$ cat config.mk
export PLATFORM = sky130hd
export DESIGN_NAME = syn_sched_flat
export DESIGN_NICKNAME = d
export VERILOG_FILES = /design/src/rtl/snn_pkg.sv /design/src/rtl/syn_sched_if.sv /design/src/rtl/syn_sched_rr_arb2.sv /design/src/rtl/syn_sched.sv /design/src/flat_wrapper.sv
export SDC_FILE = /design/constraint.sdc
export NUM_CORES = 1
export LEC_CHECK = 0
export ABC_AREA = 1
export CAP_MARGIN = 15
export CORE_AREA = 2 2 227 229
export CTS_CLUSTER_DIAMETER = 120
export DETAILED_ROUTE_END_ITERATION = 16
export DIE_AREA = 0 0 229 231
export PLACE_DENSITY = 0.69
export SLEW_MARGIN = 10
export SYNTH_ARGS = -nofsm -noshare
export SYNTH_HDL_FRONTEND = slang
export SYNTH_SLANG_ARGS = --single-unit
$ cat constraint.sdc
create_clock -name clk -period 2.4 [get_ports clk]
set_clock_uncertainty 0.1 [all_clocks]
set_input_delay 0.48 -clock clk [delete_from_list [all_inputs] [get_ports clk]]
set_output_delay 0.48 -clock clk [all_outputs]
set_load 0.03 [all_outputs]
$ cat src/rtl/snn_pkg.sv
// Shared constants and state encoding for the spike-frame scheduling path.
package snn_pkg;
  localparam int SYN_SW = 32;
  localparam int SYN_W  = 12;

  typedef enum logic [1:0] {IDLE, SEND, WAIT, OUT} sched_state_t;

  function automatic int cnt_width(input int words);
    return (words > 1) ? $clog2(words) : 1;
  endfunction
endpackage

$ cat src/rtl/syn_sched_if.sv
// Bundle of the two frame sources, the synaptic unit link and the result port.
interface syn_sched_if #(
  parameter int N     = 256,
  parameter int TAG_W = 8
);
  import snn_pkg::*;

  logic                req0_valid;
  logic                req0_ready;
  logic [N-1:0]        req0_bits;
  logic                req1_valid;
  logic                req1_ready;
  logic [N-1:0]        req1_bits;
  logic [SYN_SW-1:0]   syn_sparse_bits;
  logic                syn_ipt_valid;
  logic                syn_ipt_ready;
  logic                syn_opt_valid;
  logic                syn_opt_ready;
  logic [SYN_W-1:0]    syn_opt_syn;
  logic                res_valid;
  logic                res_ready;
  logic [SYN_W-1:0]    res_syn;
  logic                res_src;
  logic [TAG_W-1:0]    res_tag;

  modport master (
    input  req0_valid, req0_bits, req1_valid, req1_bits,
           syn_ipt_ready, syn_opt_valid, syn_opt_syn, res_ready,
    output req0_ready, req1_ready, syn_sparse_bits, syn_ipt_valid,
           syn_opt_ready, res_valid, res_syn, res_src, res_tag
  );

  modport slave (
    output req0_valid, req0_bits, req1_valid, req1_bits,
           syn_ipt_ready, syn_opt_valid, syn_opt_syn, res_ready,
    input  req0_ready, req1_ready, syn_sparse_bits, syn_ipt_valid,
           syn_opt_ready, res_valid, res_syn, res_src, res_tag
  );
endinterface

$ cat src/rtl/syn_sched_rr_arb2.sv
// Two-input round-robin arbiter; the grant doubles as the ready handshake.
module rr_arb2 (
  input  logic       clk,
  input  logic       rst_n,
  input  logic       en,
  input  logic [1:0] req,
  output logic [1:0] gnt
);
  logic last;

  always_comb begin
    gnt = 2'b00;
    if (en) begin
      if (req[0] && req[1]) gnt = last ? 2'b01 : 2'b10;
      else if (req[0])      gnt = 2'b01;
      else if (req[1])      gnt = 2'b10;
    end
  end

  // Any grant is a completed handshake, so the pointer moves on every grant.
  always_ff @(posedge clk or negedge rst_n) begin
    if (!rst_n)      last <= 1'b1;
    else if (|gnt)   last <= gnt[1];
  end
endmodule

$ cat src/rtl/syn_sched.sv
// Shares one synaptic unit between two frame sources: accept, stream words, return tagged sum.
module syn_sched
  import snn_pkg::*;
#(
  parameter int N     = 256,
  parameter int TAG_W = 8
) (
  input  logic           clk,
  input  logic           rst_n,
  syn_sched_if.master    bus
);
  localparam int WORDS = N / SYN_SW;
  localparam int CW    = cnt_width(WORDS);
  localparam logic [CW-1:0] LAST_WORD = CW'(WORDS - 1);

  sched_state_t      state;
  logic [N-1:0]      shift_reg;
  logic [CW-1:0]     cnt;
  logic              src;
  logic [TAG_W-1:0]  tag [2];
  logic              ipt_valid;
  logic              opt_ready;
  logic              res_valid;
  logic [SYN_W-1:0]  res_syn;
  logic              res_src;
  logic [TAG_W-1:0]  res_tag;
  logic [1:0]        gnt;

  rr_arb2 u_arb (
    .clk   (clk),
    .rst_n (rst_n),
    .en    (state == IDLE),
    .req   ({bus.req1_valid, bus.req0_valid}),
    .gnt   (gnt)
  );

  assign bus.req0_ready      = gnt[0];
  assign bus.req1_ready      = gnt[1];
  assign bus.syn_sparse_bits = shift_reg[SYN_SW-1:0];
  assign bus.syn_ipt_valid   = ipt_valid;
  assign bus.syn_opt_ready   = opt_ready;
  assign bus.res_valid       = res_valid;
  assign bus.res_syn         = res_syn;
  assign bus.res_src         = res_src;
  assign bus.res_tag         = res_tag;

  always_ff @(posedge clk or negedge rst_n) begin
    if (!rst_n) begin
      state     <= IDLE;
      shift_reg <= '0;
      cnt       <= '0;
      src       <= 1'b0;
      tag[0]    <= '0;
      tag[1]    <= '0;
      ipt_valid <= 1'b0;
      opt_ready <= 1'b0;
      res_valid <= 1'b0;
      res_syn   <= '0;
      res_src   <= 1'b0;
      res_tag   <= '0;
    end else begin
      case (state)
        IDLE: begin
          if (|gnt) begin
            shift_reg <= gnt[1] ? bus.req1_bits : bus.req0_bits;
            src       <= gnt[1];
            cnt       <= '0;
            ipt_valid <= 1'b1;
            state     <= SEND;
          end
        end
        SEND: begin
          // Zero words still go out: the synaptic unit counts words itself.
          if (bus.syn_ipt_ready) begin
            shift_reg <= shift_reg >> SYN_SW;
            cnt       <= cnt + 1'b1;
            if (cnt == LAST_WORD) begin
              ipt_valid <= 1'b0;
              opt_ready <= 1'b1;
              state     <= WAIT;
            end
          end
        end
        WAIT: begin
          if (bus.syn_opt_valid) begin
            res_syn   <= bus.syn_opt_syn;
            res_src   <= src;
            res_tag   <= tag[src];
            tag[src]  <= tag[src] + 1'b1;
            opt_ready <= 1'b0;
            res_valid <= 1'b1;
            state     <= OUT;
          end
        end
        OUT: begin
          if (bus.res_ready) begin
            res_valid <= 1'b0;
            state     <= IDLE;
          end
        end
        default: state <= IDLE;
      endcase
    end
  end
endmodule

$ cat src/flat_wrapper.sv
// flat-port wrapper written by rule: the top's interface ports become plain ports
module syn_sched_flat import snn_pkg::*;
#(
  parameter int N     = 256,
  parameter int TAG_W = 8
)
  (clk, rst_n, bus_req0_valid, bus_req0_bits, bus_req1_valid, bus_req1_bits, bus_syn_ipt_ready, bus_syn_opt_valid, bus_syn_opt_syn, bus_res_ready, bus_req0_ready, bus_req1_ready, bus_syn_sparse_bits, bus_syn_ipt_valid, bus_syn_opt_ready, bus_res_valid, bus_res_syn, bus_res_src, bus_res_tag);
  syn_sched_if #(.N(N), .TAG_W(TAG_W)) bus_i ();
  input  logic clk;
  input  logic rst_n;
  input wire logic [$bits(bus_i.req0_valid)-1:0] bus_req0_valid;
  input wire logic [$bits(bus_i.req0_bits)-1:0] bus_req0_bits;
  input wire logic [$bits(bus_i.req1_valid)-1:0] bus_req1_valid;
  input wire logic [$bits(bus_i.req1_bits)-1:0] bus_req1_bits;
  input wire logic [$bits(bus_i.syn_ipt_ready)-1:0] bus_syn_ipt_ready;
  input wire logic [$bits(bus_i.syn_opt_valid)-1:0] bus_syn_opt_valid;
  input wire logic [$bits(bus_i.syn_opt_syn)-1:0] bus_syn_opt_syn;
  input wire logic [$bits(bus_i.res_ready)-1:0] bus_res_ready;
  output wire logic [$bits(bus_i.req0_ready)-1:0] bus_req0_ready;
  output wire logic [$bits(bus_i.req1_ready)-1:0] bus_req1_ready;
  output wire logic [$bits(bus_i.syn_sparse_bits)-1:0] bus_syn_sparse_bits;
  output wire logic [$bits(bus_i.syn_ipt_valid)-1:0] bus_syn_ipt_valid;
  output wire logic [$bits(bus_i.syn_opt_ready)-1:0] bus_syn_opt_ready;
  output wire logic [$bits(bus_i.res_valid)-1:0] bus_res_valid;
  output wire logic [$bits(bus_i.res_syn)-1:0] bus_res_syn;
  output wire logic [$bits(bus_i.res_src)-1:0] bus_res_src;
  output wire logic [$bits(bus_i.res_tag)-1:0] bus_res_tag;
  assign bus_i.req0_valid = bus_req0_valid;
  assign bus_i.req0_bits = bus_req0_bits;
  assign bus_i.req1_valid = bus_req1_valid;
  assign bus_i.req1_bits = bus_req1_bits;
  assign bus_i.syn_ipt_ready = bus_syn_ipt_ready;
  assign bus_i.syn_opt_valid = bus_syn_opt_valid;
  assign bus_i.syn_opt_syn = bus_syn_opt_syn;
  assign bus_i.res_ready = bus_res_ready;
  assign bus_req0_ready = bus_i.req0_ready;
  assign bus_req1_ready = bus_i.req1_ready;
  assign bus_syn_sparse_bits = bus_i.syn_sparse_bits;
  assign bus_syn_ipt_valid = bus_i.syn_ipt_valid;
  assign bus_syn_opt_ready = bus_i.syn_opt_ready;
  assign bus_res_valid = bus_i.res_valid;
  assign bus_res_syn = bus_i.res_syn;
  assign bus_res_src = bus_i.res_src;
  assign bus_res_tag = bus_i.res_tag;
  syn_sched #(.N(N), .TAG_W(TAG_W)) u_core (.clk(clk), .rst_n(rst_n), .bus(bus_i));
endmodule
**Yosys cells after proc, flatten, opt, wreduce, memory -nomap -nowiden**

Index checks and enable logic that the tools add are counted.

- Register bits: 303
- Output and inout bits: 58
- Logic and storage cells: 76

- Add/subtract/negate cells: 2
- $lt $le $gt $ge: 2
- Equal/unequal tests: 9
- Multiplexer cells: 35
- Bitwise gates (word level): 1
- Reductions and logical operators: 14

Operator list:

| kind | number |
|---|---|
| 256-bit 2-to-1 mux | 3 |
| 256-bit one-hot mux with 2 select lines | 1 |
| 8-bit 2-to-1 mux | 4 |
| 2-bit 2-to-1 mux | 10 |
| 16-bit bitwise mux | 1 |
| 8-bit by 1-bit adder with 8-bit output, second input constant | 1 |
| 8-bit demux with 1-bit select | 1 |
| 1-bit 2-to-1 mux | 8 |
| 2-bit one-hot mux with 4 select lines | 1 |
| 4-bit AND reduction | 2 |
| 3-bit 2-to-1 mux | 2 |
| 2-bit != test, second input constant | 3 |
| 1-bit one-hot mux with 2 select lines | 3 |
| 3-bit one-hot mux with 2 select lines | 1 |
| 3-bit AND reduction | 2 |
| 2-bit nonzero test | 3 |
| 5-bit AND reduction | 1 |
| 2-bit equality test, second input constant | 2 |
| 2-bit by 1-bit != test with 1-bit output, second input constant | 2 |
| 2-bit AND reduction | 2 |
| 3-bit by 1-bit adder with 3-bit output, second input constant | 1 |
| 3-bit equality test, second input constant | 1 |
| 2-bit by 1-bit equality test with 1-bit output, second input constant | 1 |
| 2-bit >= comparator, second input constant | 1 |
| 5 further kinds | 6 |

**Longest topological paths before layout**

Gate-level depths: netlist of run 1.

- Depth after elaboration: 7
- Depth in mapped cells: 12
- Depth with buffers taken out: 11

**Hierarchy**

From an unflattened synthesis of run 1, not the netlist that was laid out.

- Cell total of the unflattened synthesis: 2159
- Area total of the unflattened synthesis: 16887.4 um^2

By module, submodules not included:

| module | times used | cells an instance | area each (um^2) | seq. area each (um^2) |
|---|---|---|---|---|
| syn_sched | 1 | 2148 | 16822.4 | 7557.2 |
| rr_arb2 | 1 | 11 | 65.1 | 26.3 |

**Worst setup path before layout of run 1**

Ideal clock, no wire load.

- Kind: flip-flop to output port
- Start point: register u_core.state[0]
- End point: output port bus_req1_ready
- Data arrival time: 1.369 ns
- Slack: 0.451 ns
- Cell stages (with the launch flop): 9
- Buffers on the path: 2
- Cells stage by stage: dfrtp_1 > inv_1 > ha_1 > nand2_1 > inv_2 > nand2_2 > inv_2 > buf_4 > buf_4

- Word-level cells in the longest chain between the ends: 2

Ends and longest elaborated chain:

| element | line | RTL |
|---|---|---|
| start: declaration | syn_sched.sv:16 | `sched_state_t state;` |
| start signal: assignment | syn_sched.sv:49 | `state <= IDLE;` |
| start signal: assignment | syn_sched.sv:69 | `state <= SEND;` |
| start signal: assignment | syn_sched.sv:80 | `state <= WAIT;` |
| 2-bit logical NOT | syn_sched.sv:32 | `.en (state == IDLE),` |
| 2-bit 2-to-1 mux | syn_sched_rr_arb2.sv:13 | `if (en) begin` |
| end: declaration | flat_wrapper.sv:20 | `output wire logic [$bits(bus_i.req1_ready)-1:0] bus_req1_ready;` |

No other way between the ends.

**Worst setup path after layout of run 1**

Ends and elaborated chain as after synthesis.

==> results of run 1 <==
-- repair_timing --
| item | 4_1_cts | 5_1_grt |
|---|---|---|
| setup buffers | 4 | 0 |
| hold endpoints to repair | 51 | 0 |
| setup endpoints to repair | 1 | 1 |
| resized for setup | 6 | 2 |
| hold buffers | 1 | 0 |
-- routing by layer --
metal / GRT usage / vias up / wire length [um]
li1: - / 8787 / -
met1: 0.3064 / 8330 / 27230
met2: 0.4343 / 700 / 33190
met3: 0.04583 / 101 / 4365
met4: 0.08239 / 0 / 2134
met5: 0 / - / 0
-- cell families (layout without fill, tap and decap cells) --
group / Yosys count / after routing
flip-flops: 303 / 303
AND/OR/NAND/NOR: 1407 / 1407
AO/OA/AOI/OAI: 290 / 290
buffers and inverters: 453 / 987
adder cells (fa/ha/maj): 7 / 7
XOR/XNOR: 1 / 1
other: 0 / 1
-- through the flow --
step / power [mW] / util
after global placement: 24.00 / 0.4675
after CTS: 30.54 / 0.4938
after detailed placement: 24.34 / 0.4675
after floorplan: 18.71 / -
final: 30.34 / 0.4941
after global routing: 32.59 / 0.4941
-- report_power, final --
| part | leakage, nW | internal (mW) | switching [mW] |
|---|---|---|---|
| Clock | 0.639 | 3.74 | 2.28 |
| Sequential | 3.74 | 7.67 | 0.955 |
| Combinational | 7.37 | 5.66 | 10.0 |
| Total | 11.7 | 17.1 | 13.3 |
-- cell type report --
type / count / area share
Inverter: 252 / 0.03937
Multi-Input combinational cell: 1705 / 0.3001
Timing Repair Buffer: 671 / 0.2717
Antenna cell: 1 / 0.00009993
Clock inverter: 12 / 0.007795
Sequential cell: 303 / 0.3029
Tap cell: 680 / 0.03398
Clock buffer: 52 / 0.04412
-- placed cells by master (no fill, tap or decap), drive strengths merged, types with 5 or more instances in the layout --
master         netlist  layout
inv                251     252
bufinv               0       5
clkinv               1       6
nor2                15      15
ha                   7       7
clkbuf              61      52
o211ai              32      32
clkdlybuf4s50        0     585
dfrtp              302     302
buf                140      85
nand2              962     962
o21ai              252     252
nand3              428     428
-- critical path: stages, from the launching register on --
cell and delay, ns:
dfrtp_2 0.40, inv_1 0.12, ha_4 0.16, nand2_2 0.07
inv_2 0.09, nand2_8 0.10, inv_16 0.09, buf_6 0.13
-- final timing paths --
check / slack (ns) / end / startpoint
min in group asynchronous: 0.38 / u_core.shift_reg[233]$_DFFE_PN0P_ / rst_n
max: 0.11 / bus_req1_ready / u_core.state[0]$_DFFE_PN0P_
max reg2reg: 0.21 / u_core.shift_reg[51]$_DFFE_PN0P_ / u_core.state[0]$_DFFE_PN0P_
min: 0.36 / u_core.bus.res_syn[7]$_DFFE_PN0P_ / bus_syn_opt_syn[7]
min reg2reg: 0.38 / u_core.bus.res_syn[6]$_DFFE_PN0P_ / u_core.bus.res_syn[6]$_DFFE_PN0P_
max in group asynchronous: 1.10 / u_core.shift_reg[125]$_DFFE_PN0P_ / rst_n
==> reports/results.tsv, run 1 <==
stage	metric	value	unit
global_routing	gr-total-overflow	0	
timing	setup_tns	0	ns
timing	setup_viol	0	
placement	numPortBuffers	588	
timing	period_share	0.9537	
final_layout	largest_register_ffs	256	
critical_path	cp_max_fo	4	
yosys	synth_edf_count	0	
power_and_ir_drop	p_leak	11.75	nW
yosys	synth_adder_area_share	0.005120	
yosys	synthSimpleGateAreaFrac	0.3407	
global_routing	grt_pass1_wl	101600	um
yosys	synth_compound_area_frac	0.09040	
timing	maxSlewHeadroom	0.6053	
global_routing	grt_max_degree	109	
routing	drc_errors	0	
run	drv_cap	0	
cts	cts_buffer_depth	3	
final_layout	stdcell_count	3676	
power_and_ir_drop	power_density	1212	nW/um2
floorplanning	die_w	229	um
floorplanning	fp.dieArea	52900	um2
yosys	seq_area_frac_synth	0.4433	
floorplanning	design.core.area	50680	um2
yosys	synthCells	2461	
cts	cts_tree	built	
final_layout	seq_area	7585	um2
critical_path	worstSetupPathType	reg2out	
yosys	synth_top_area_share	0.4418	
hold_path	hold_class	in2reg	
placement	dp_slack	0.02017	ns
yosys	syn_nets	2999	
cts	cts_sinks	303	
critical_path	cp-start-kind	register	
yosys	synthFlopType	dfrtp_1	
routing	dr.pass1.iters	5	
critical_path	critPathArrivalTime	1.71	ns
final_layout	drive_above_1_share	0.05309	
routing	drt_iter0_drc	1246	
yosys	syn-cell-area	17110	um2
yosys	synth-seq-cells	303	
cts	root_buffer	clkbuf_16	
yosys	ys_warn_count	0	
placement	hpwlAfterDp	51590	um
cts	htree_levels	2	
floorplanning	die_height	231	um
cts	path_clk_slew	0.06	ns
yosys	syn_area_per_cell	6.951	um2
timing	finalHoldViolations	0	
floorplanning	start_util	0.3375	
yosys	synth_cell_types	27	
yosys	yosys-top-cells-area	dfrtp_1 (44%), nand2_1 (21%), nand3_1 (13%), inv_1 (5.4%), o21ai_1 (5.0%)	
final_layout	fin_area	25040	um2
timing	postLayoutSetupSlackWorst	0.1112	ns
floorplanning	num_rows	83	
routing	drtAntennaViolNets	0	
timing	min_period	2.289	ns
global_routing	antenna_found_initial	1	
timing	rsz0062_at_grt	no	
yosys	netlist_top_cells_count	nand2_1 (960), nand3_1 (428), dfrtp_1 (302)	
yosys	yosys.area.top_type	dfrtp_1	
routing	drt-total-wl	66920	um
timing	max_freq	436.9	MHz
critical_path	worstPathRequired	1.82	ns
placement	dp.cells	3607	
routing	vias	17920	
outcome	status	finished clean	
hold_path	whs_path_depth	3	
final_layout	nFillCells	5052	
final_layout	nets	3508	
cts	numCtsBuffers	37	
yosys	synth_top_family_by_area	simple AND/OR/NAND/NOR gates	
routing	post_drt_wl_per_cell	18.21	um
yosys	yosys.area_share.xor_xnor	0.0005120	
floorplanning	io_pins	589	
placement	dpl-instance-area	23690	um2
final_layout	areaGrowthSynthToFinish	46.39	%
global_routing	grt_pass1_vias	17870	
placement	place.gp.congestion	0.9091	
cts	clock_latency	0.56	ns
yosys	synthMuxAreaShare	0	
critical_path	endpoint_kind	output port	
yosys	synth.most_common_cell	nand2_1	
timing	whs	0.3622	ns
timing	slew_viol_final	0	
power_and_ir_drop	ir_worst_vdd	0.0007750	V
routing	vias_per_cell	4.874	
global_routing	grt_usage	0.2477	
timing	worst_pin_slew	0.5920	ns
critical_path	r2r_cells	13	
yosys	synthArstFlopShare	1.000	
final_layout	multiInputGateArea	7515	um2
(Power assumes the default switching activity.)
==> run 2, diff against run 1 <==
--- a/config.mk
+++ b/config.mk
@@ -7,12 +7,11 @@
 export LEC_CHECK = 0
 export ABC_AREA = 1
 export CAP_MARGIN = 15
-export CORE_AREA = 2 2 227 229
+export CORE_AREA = 2 2 231 233
 export CTS_CLUSTER_DIAMETER = 120
 export DETAILED_ROUTE_END_ITERATION = 16
-export DIE_AREA = 0 0 229 231
-export PLACE_DENSITY = 0.69
-export SLEW_MARGIN = 10
+export DIE_AREA = 0 0 233 235
+export PLACE_DENSITY = 0.67
 export SYNTH_ARGS = -nofsm -noshare
 export SYNTH_HDL_FRONTEND = slang
 export SYNTH_SLANG_ARGS = --single-unit
==> constraint.sdc (replaced) <==
create_clock -name clk -period 2.8 [get_ports clk]
set_clock_uncertainty 0.1 [all_clocks]
set_input_delay 0.56 -clock clk [delete_from_list [all_inputs] [get_ports clk]]
set_output_delay 0.56 -clock clk [all_outputs]
set_load 0.03 [all_outputs]
==> reports/results.tsv, run 2 (synthesis gave the netlist of run 1 again) <==
stage	metric	value	unit	change
timing	worst_pin_slew	0.5533	ns	-0.03873 ns
final_layout	nets	3487		-0.60%
final_layout	fin_area	24850	um2	-0.78%
final_layout	n_antenna_cell	0		-1
final_layout	areaGrowthSynthToFinish	45.24	%	
floorplanning	die_height	235	um	+1.7%
timing	rsz0062_at_grt	no		
global_routing	grt_usage	0.2367		-0.01105
power_and_ir_drop	p_leak	11.62	nW	-1.1%
global_routing	grt_pass1_wl	99760	um	-1.8%
critical_path	cp-start-kind	register		
final_layout	seq_area	7584	um2	about the same
cts	cts_tree	built		
timing	min_period	2.625	ns	
timing	maxSlewHeadroom	0.6312		+0.02582
hold_path	hold_end	u_core.shift_reg[22]$_DFFE_PN0P_		
floorplanning	io_pins	589		unchanged
cts	numCtsBuffers	36		-2.7%
final_layout	final_common_cell	nand2_1		
cts	clock_latency	0.53	ns	-0.03 ns
final_layout	drive_above_1_share	0.04506		-0.008031
critical_path	worstSetupPathType	reg2out		
cts	cts_sinks	303		unchanged
routing	drt-total-wl	65880	um	-1.6%
critical_path	cp_max_fo	29		+25
global_routing	gr-usage-met3	0.03665		-0.009175
final_layout	multiInputGateArea	7512	um2	about the same
timing	finalHoldViolations	0		unchanged
floorplanning	num_rows	84		+1.2%
timing	setup_tns	0	ns	unchanged
placement	place.gp.congestion	0.8886		-2.3%
global_routing	antenna_found_initial	1		unchanged
timing	setup_viol	0		unchanged
final_layout	largest_register_ffs	256		unchanged
critical_path	endpoint_kind	output port		
critical_path	crit_chain	inv_1 -> ha_4 -> nand2_1 -> inv_2 -> nand2_8 -> clkinv_8 -> buf_4		
routing	post_drt_wl_per_cell	17.99	um	-1.2%
floorplanning	design.core.area	52240	um2	+3.1%
timing	max_freq	380.9	MHz	
global_routing	grtUsageMet1	0.2929		-0.01350
routing	drt_iter0_drc	1227		-1.5%
final_layout	layout_common_cells	nand2_1 (960), clkdlybuf4s50_1 (585), nand3_1 (428)		
timing	period_share	0.9375		
cts	htree_levels	2		unchanged
timing	slew_viol_final	0		unchanged
floorplanning	start_util	0.3275		-0.01006
power_and_ir_drop	ir_worst_vdd	0.0005437	V	-30%
routing	vias	17820		-0.56%
global_routing	met2_usage	0.4130		-0.02131
placement	hpwlAfterDp	50370	um	-2.4%
placement	dpl-instance-area	23550	um2	-0.59%
floorplanning	fp.dieArea	54760	um2	+3.5%
critical_path	cpPeakStageDelay	0.44	ns	+0.04 ns
routing	drc_errors	0		unchanged
final_layout	nFillCells	5150		+1.9%
critical_path	crit_slowest_cell	dfrtp_1		
global_routing	gr-total-overflow	0		unchanged
run	drv_cap	0		unchanged
routing	dr.pass1.iters	5		unchanged
power_and_ir_drop	power_density	1038	nW/um2	-14%
cts	root_buffer	clkbuf_16		
routing	vias_per_cell	4.866		-0.18%
floorplanning	die_w	233	um	+1.7%
hold_path	hp-start	u_core.shift_reg[22]$_DFFE_PN0P_		
global_routing	grt_max_degree	113		+3.7%
critical_path	critPathArrivalTime	1.97	ns	+0.26 ns
cts	path_clk_slew	0.06	ns	about the same
global_routing	grt_pass1_vias	17700		-0.95%
critical_path	rr_startpoint	u_core.state[0]$_DFFE_PN0P_		
global_routing	grt.busiest_layer	met2		
critical_path	rr_endpoint	u_core.shift_reg[149]$_DFFE_PN0P_		
routing	drtAntennaViolNets	0		unchanged
critical_path	rrSetupSlack	0.45	ns	+0.24 ns
hold_path	whs_path_depth	2		-1
hold_path	hold_class	reg2reg		
final_layout	utilization	0.4756		-0.01848
cts	cts_buffer_depth	3		unchanged
outcome	status	finished clean		
critical_path	worstPathRequired	2.14	ns	+0.32 ns
critical_path	r2r_cells	11		-2
placement	numPortBuffers	588		unchanged
## run 2: cell count changes in the layout (fill, tap and decap cells not counted), sizes merged
cell / change
clkinv: +1
inv: -2
diode: -1
buf: -21
dlygate4sd2: +1
## run 2: power by group
| part | switching, mW | leakage [nW] | internal (mW) | total [mW] |
|---|---|---|---|---|
| Sequential | 0.805 | 3.74 | 6.57 | 7.38 |
| Clock | 1.88 | 0.624 | 3.14 | 5.02 |
| Combinational | 8.63 | 7.26 | 4.77 | 13.4 |
| Total | 11.3 | 11.6 | 14.5 | 25.8 |
## run 2: stage by stage
stage,total power [mW],instances,hold WS [ns],setup slack (ns)
CTS,26.00,3662,0.3810,0.03446
global route,27.79,3662,0.4022,0.06000
global placement,20.52,3598,0.3607,0.09484
floorplan,16.04,2461,0.1644,0.7711
finish,25.79,3662,0.3755,0.1749
detailed placement,20.84,3598,0.3656,0.1852
## run 2: per-layer routing
layer	wire length, um	up-vias	part of all wire
met5	9	-	0.00014
met4	2195	2	0.033
met3	4177	95	0.063
met2	32830	691	0.50
met1	26670	8274	0.40
li1	-	8756	-
## run 2: worst max path at each step
stage,startpoint,endpoint,slack [ns],cells past startpoint
2_1_floorplan,u_core.state[0]$_DFFE_PN0P_,bus_req1_ready,0.77,8
3_3_place_gp,bus_req0_valid,bus_req0_ready,0.09,4
3_5_place_dp,bus_req0_valid,bus_req0_ready,0.19,4
4_1_cts,u_core.state[0]$_DFFE_PN0P_,bus_req1_ready,0.03,7
5_1_grt,u_core.state[0]$_DFFE_PN0P_,bus_req1_ready,0.06,7
6_report,u_core.state[0]$_DFFE_PN0P_,bus_req1_ready,0.17,7
## run 2: layout make-up
type	instances	share of cell area
Multi-Input combinational cell	1705	0.3024
Clock buffer	52	0.04356
Sequential cell	303	0.3052
Tap cell	688	0.03465
Inverter	252	0.03953
Clock inverter	11	0.007504
Timing Repair Buffer	651	0.2672
## run 2: worst max-delay path: cells and delay by family, from the launching register on
family / cells / cell delay [ns]
flip-flops: 1 / 0.44
buffers and inverters: 4 / 0.56
AND/OR/NAND/NOR: 2 / 0.22
adder cells (fa/ha/maj): 1 / 0.20
## run 2: what timing repair did
action,CTS,global route
hold buffers,1,0
resized for setup,2,2
endpoints found under the hold margin,50,0
endpoints found under the setup margin,2,2
setup buffers,0,0
gates cloned,0,0
==> run 3, diff against run 2 <==
--- a/config.mk
+++ b/config.mk
@@ -11,7 +11,7 @@
 export CTS_CLUSTER_DIAMETER = 120
 export DETAILED_ROUTE_END_ITERATION = 16
 export DIE_AREA = 0 0 233 235
-export PLACE_DENSITY = 0.67
+export PLACE_DENSITY = 0.65
 export SYNTH_ARGS = -nofsm -noshare
 export SYNTH_HDL_FRONTEND = slang
 export SYNTH_SLANG_ARGS = --single-unit
==> reports/results.tsv, run 3 (synthesis gave the netlist of run 1 again) <==
stage	metric	value	unit	change
cts	cts_buffer_depth	3		unchanged
final_layout	final_common_cell	nand2_1		
floorplanning	design.core.area	52240	um2	unchanged
critical_path	worstPathRequired	2.14	ns	about the same
critical_path	critPathArrivalTime	2.03	ns	+0.06 ns
final_layout	nets	3480		-0.20%
global_routing	grt_usage	0.2415		+0.004837
outcome	status	finished clean		
floorplanning	die_w	233	um	unchanged
power_and_ir_drop	ir_worst_vdd	0.0005106	V	-6.1%
cts	root_buffer	clkbuf_16		
routing	vias_per_cell	4.843		-0.47%
routing	post_drt_wl_per_cell	18.39	um	+2.2%
routing	dr.pass1.iters	5		unchanged
critical_path	cp_max_fo	5		-83%
floorplanning	io_pins	589		unchanged
power_and_ir_drop	finalPower	25.25	mW	-2.1%
floorplanning	fp.dieArea	54760	um2	unchanged
critical_path	crit_family	buffers and inverters		
final_layout	fin_area	24720	um2	-0.52%
timing	max_freq	372.4	MHz	-2.2%
routing	drtAntennaViolNets	0		unchanged
cts	post-cts-setup-buffer-count	0		unchanged
critical_path	r2r_cells	11		unchanged
routing	vias	17710		-0.58%
critical_path	cpPeakStageDelay	0.42	ns	-0.02 ns
placement	place.gp.congestion	0.8819		-0.75%
timing	min_period	2.685	ns	+0.06011 ns
global_routing	gr-total-overflow	0		unchanged
critical_path	cp_num_cells	5		-2
global_routing	antenna_found_initial	2		+1
cts	path_clk_slew	0.05	ns	about the same
run	drv_cap	0		unchanged
timing	setup_viol	0		unchanged
global_routing	grt_pass1_vias	17600		-0.58%
floorplanning	num_rows	84		unchanged
hold_path	hold_class	reg2reg		
placement	dpl-instance-area	23560	um2	about the same
cts	numCtsBuffers	36		unchanged
timing	maxSlewHeadroom	0.5735		-0.05767
critical_path	endpoint_kind	output port		
placement	numPortBuffers	588		unchanged
hold_path	whs_path_depth	2		unchanged
timing	whs	0.3773	ns	+0.001860 ns
global_routing	grt_max_degree	107		-5.3%
placement	hpwlAfterDp	51110	um	+1.5%
critical_path	crit_chain	inv_1 -> ha_2 -> nand2_1 -> a21oi_1 -> dlygate4sd2_1		
cts	cts_sinks	303		unchanged
final_layout	areaGrowthSynthToFinish	44.49	%	
power_and_ir_drop	p_leak	11.55	nW	-0.64%
timing	finalHoldViolations	0		unchanged
critical_path	cp-start-kind	register		
routing	drt-total-wl	67250	um	+2.1%
floorplanning	die_height	235	um	unchanged
critical_path	worst-path-buf-inv	2		-2
cts	clock_latency	0.55	ns	+0.02 ns
floorplanning	start_util	0.3275		unchanged
routing	drc_errors	0		unchanged
timing	slew_viol_final	0		unchanged
critical_path	worstSetupPathType	reg2out		
power_and_ir_drop	power_density	1022	nW/um2	-1.6%
cts	cts_tree	built		
final_layout	layout_common_cells	nand2_1 (960), clkdlybuf4s50_1 (585), nand3_1 (428)		
timing	worst_pin_slew	0.6398	ns	+0.08651 ns
global_routing	grt_pass1_wl	101700	um	+2.0%
final_layout	drive_above_1_share	0.04212		-0.002941
critical_path	crit_slowest_cell	dlygate4sd2_1		
final_layout	largest_register_ffs	256		unchanged
timing	period_share	0.9590		+0.02147
routing	drt_iter0_drc	1115		-9.1%
cts	htree_levels	2		unchanged
run 3: final cells by class:
cell class | count | area, um2
diodes | 2 | 5.005
clock buffers | 50 | 1025
well taps | 688 | 860.8
multi-input cells | 1705 | 7502
repair buffers | 644 | 6648
inverters | 252 | 982.2
clock inverters | 14 | 110.1
fillers | 5182 | 27520
flip-flops and latches | 303 | 7584
run 3: layer usage:
metal  GRT usage  vias to the layer above  wire length, um
met5           0                        -                0
met4     0.06099                        0             1539
met3     0.03714                       73             4129
met2      0.4315                      589            34110
met1      0.3019                     8312            27470
li1            -                     8740                -
run 3: worst paths after layout:
kind | startpoint | end | slack [ns]
max in group asynchronous | rst_n | u_core.shift_reg[120]$_DFFE_PN0P_ | 1.29
hold / removal | u_core.tag[14]$_DFFE_PN0P_ | u_core.tag[14]$_DFFE_PN0P_ | 0.38
setup reg to reg | u_core.state[1]$_DFFE_PN0P_ | u_core.shift_reg[24]$_DFFE_PN0P_ | 0.46
hold reg to reg | u_core.tag[14]$_DFFE_PN0P_ | u_core.tag[14]$_DFFE_PN0P_ | 0.38
setup / recovery | u_core.state[1]$_DFFE_PN0P_ | bus_req0_ready | 0.11
min in group asynchronous | rst_n | u_core.bus.res_syn[5]$_DFFE_PN0P_ | 0.46
run 3: repair_timing:
action	CTS	global route
hold endpoints to repair	64	0
hold buffers	1	0
gates resized for setup	2	1
endpoints found under the setup margin	2	1
run 3: through the flow:
| step | worst slack [ns] | utilization | instances | TNS, ns |
|---|---|---|---|---|
| 2_1_floorplan | 0.7711 | - | 2461 | 0 |
| 3_5_place_dp | 0.1359 | 0.4510 | 3591 | 0 |
| 5_1_grt | -0.001056 | 0.4732 | 3658 | -0.001056 |
| 3_3_place_gp | 0.1502 | 0.4510 | 3591 | 0 |
| 6_report | 0.1148 | 0.4732 | 3658 | 0 |
| 4_1_cts | 0.01537 | 0.4730 | 3656 | 0 |
run 3: power by group:
group	internal [mW]	leakage [nW]	switching, mW	total (mW)
Combinational	4.69	7.24	8.61	13.3
Sequential	6.57	3.74	0.817	7.39
Clock	2.66	0.568	1.89	4.56
Total	13.9	11.5	11.3	25.3
run 3: worst min-delay path, delay by kind of cell (launching register included):
kind / cells / cell delay (ns)
AND/OR/NAND/NOR: 2 / 0.10
flip-flops: 1 / 0.34
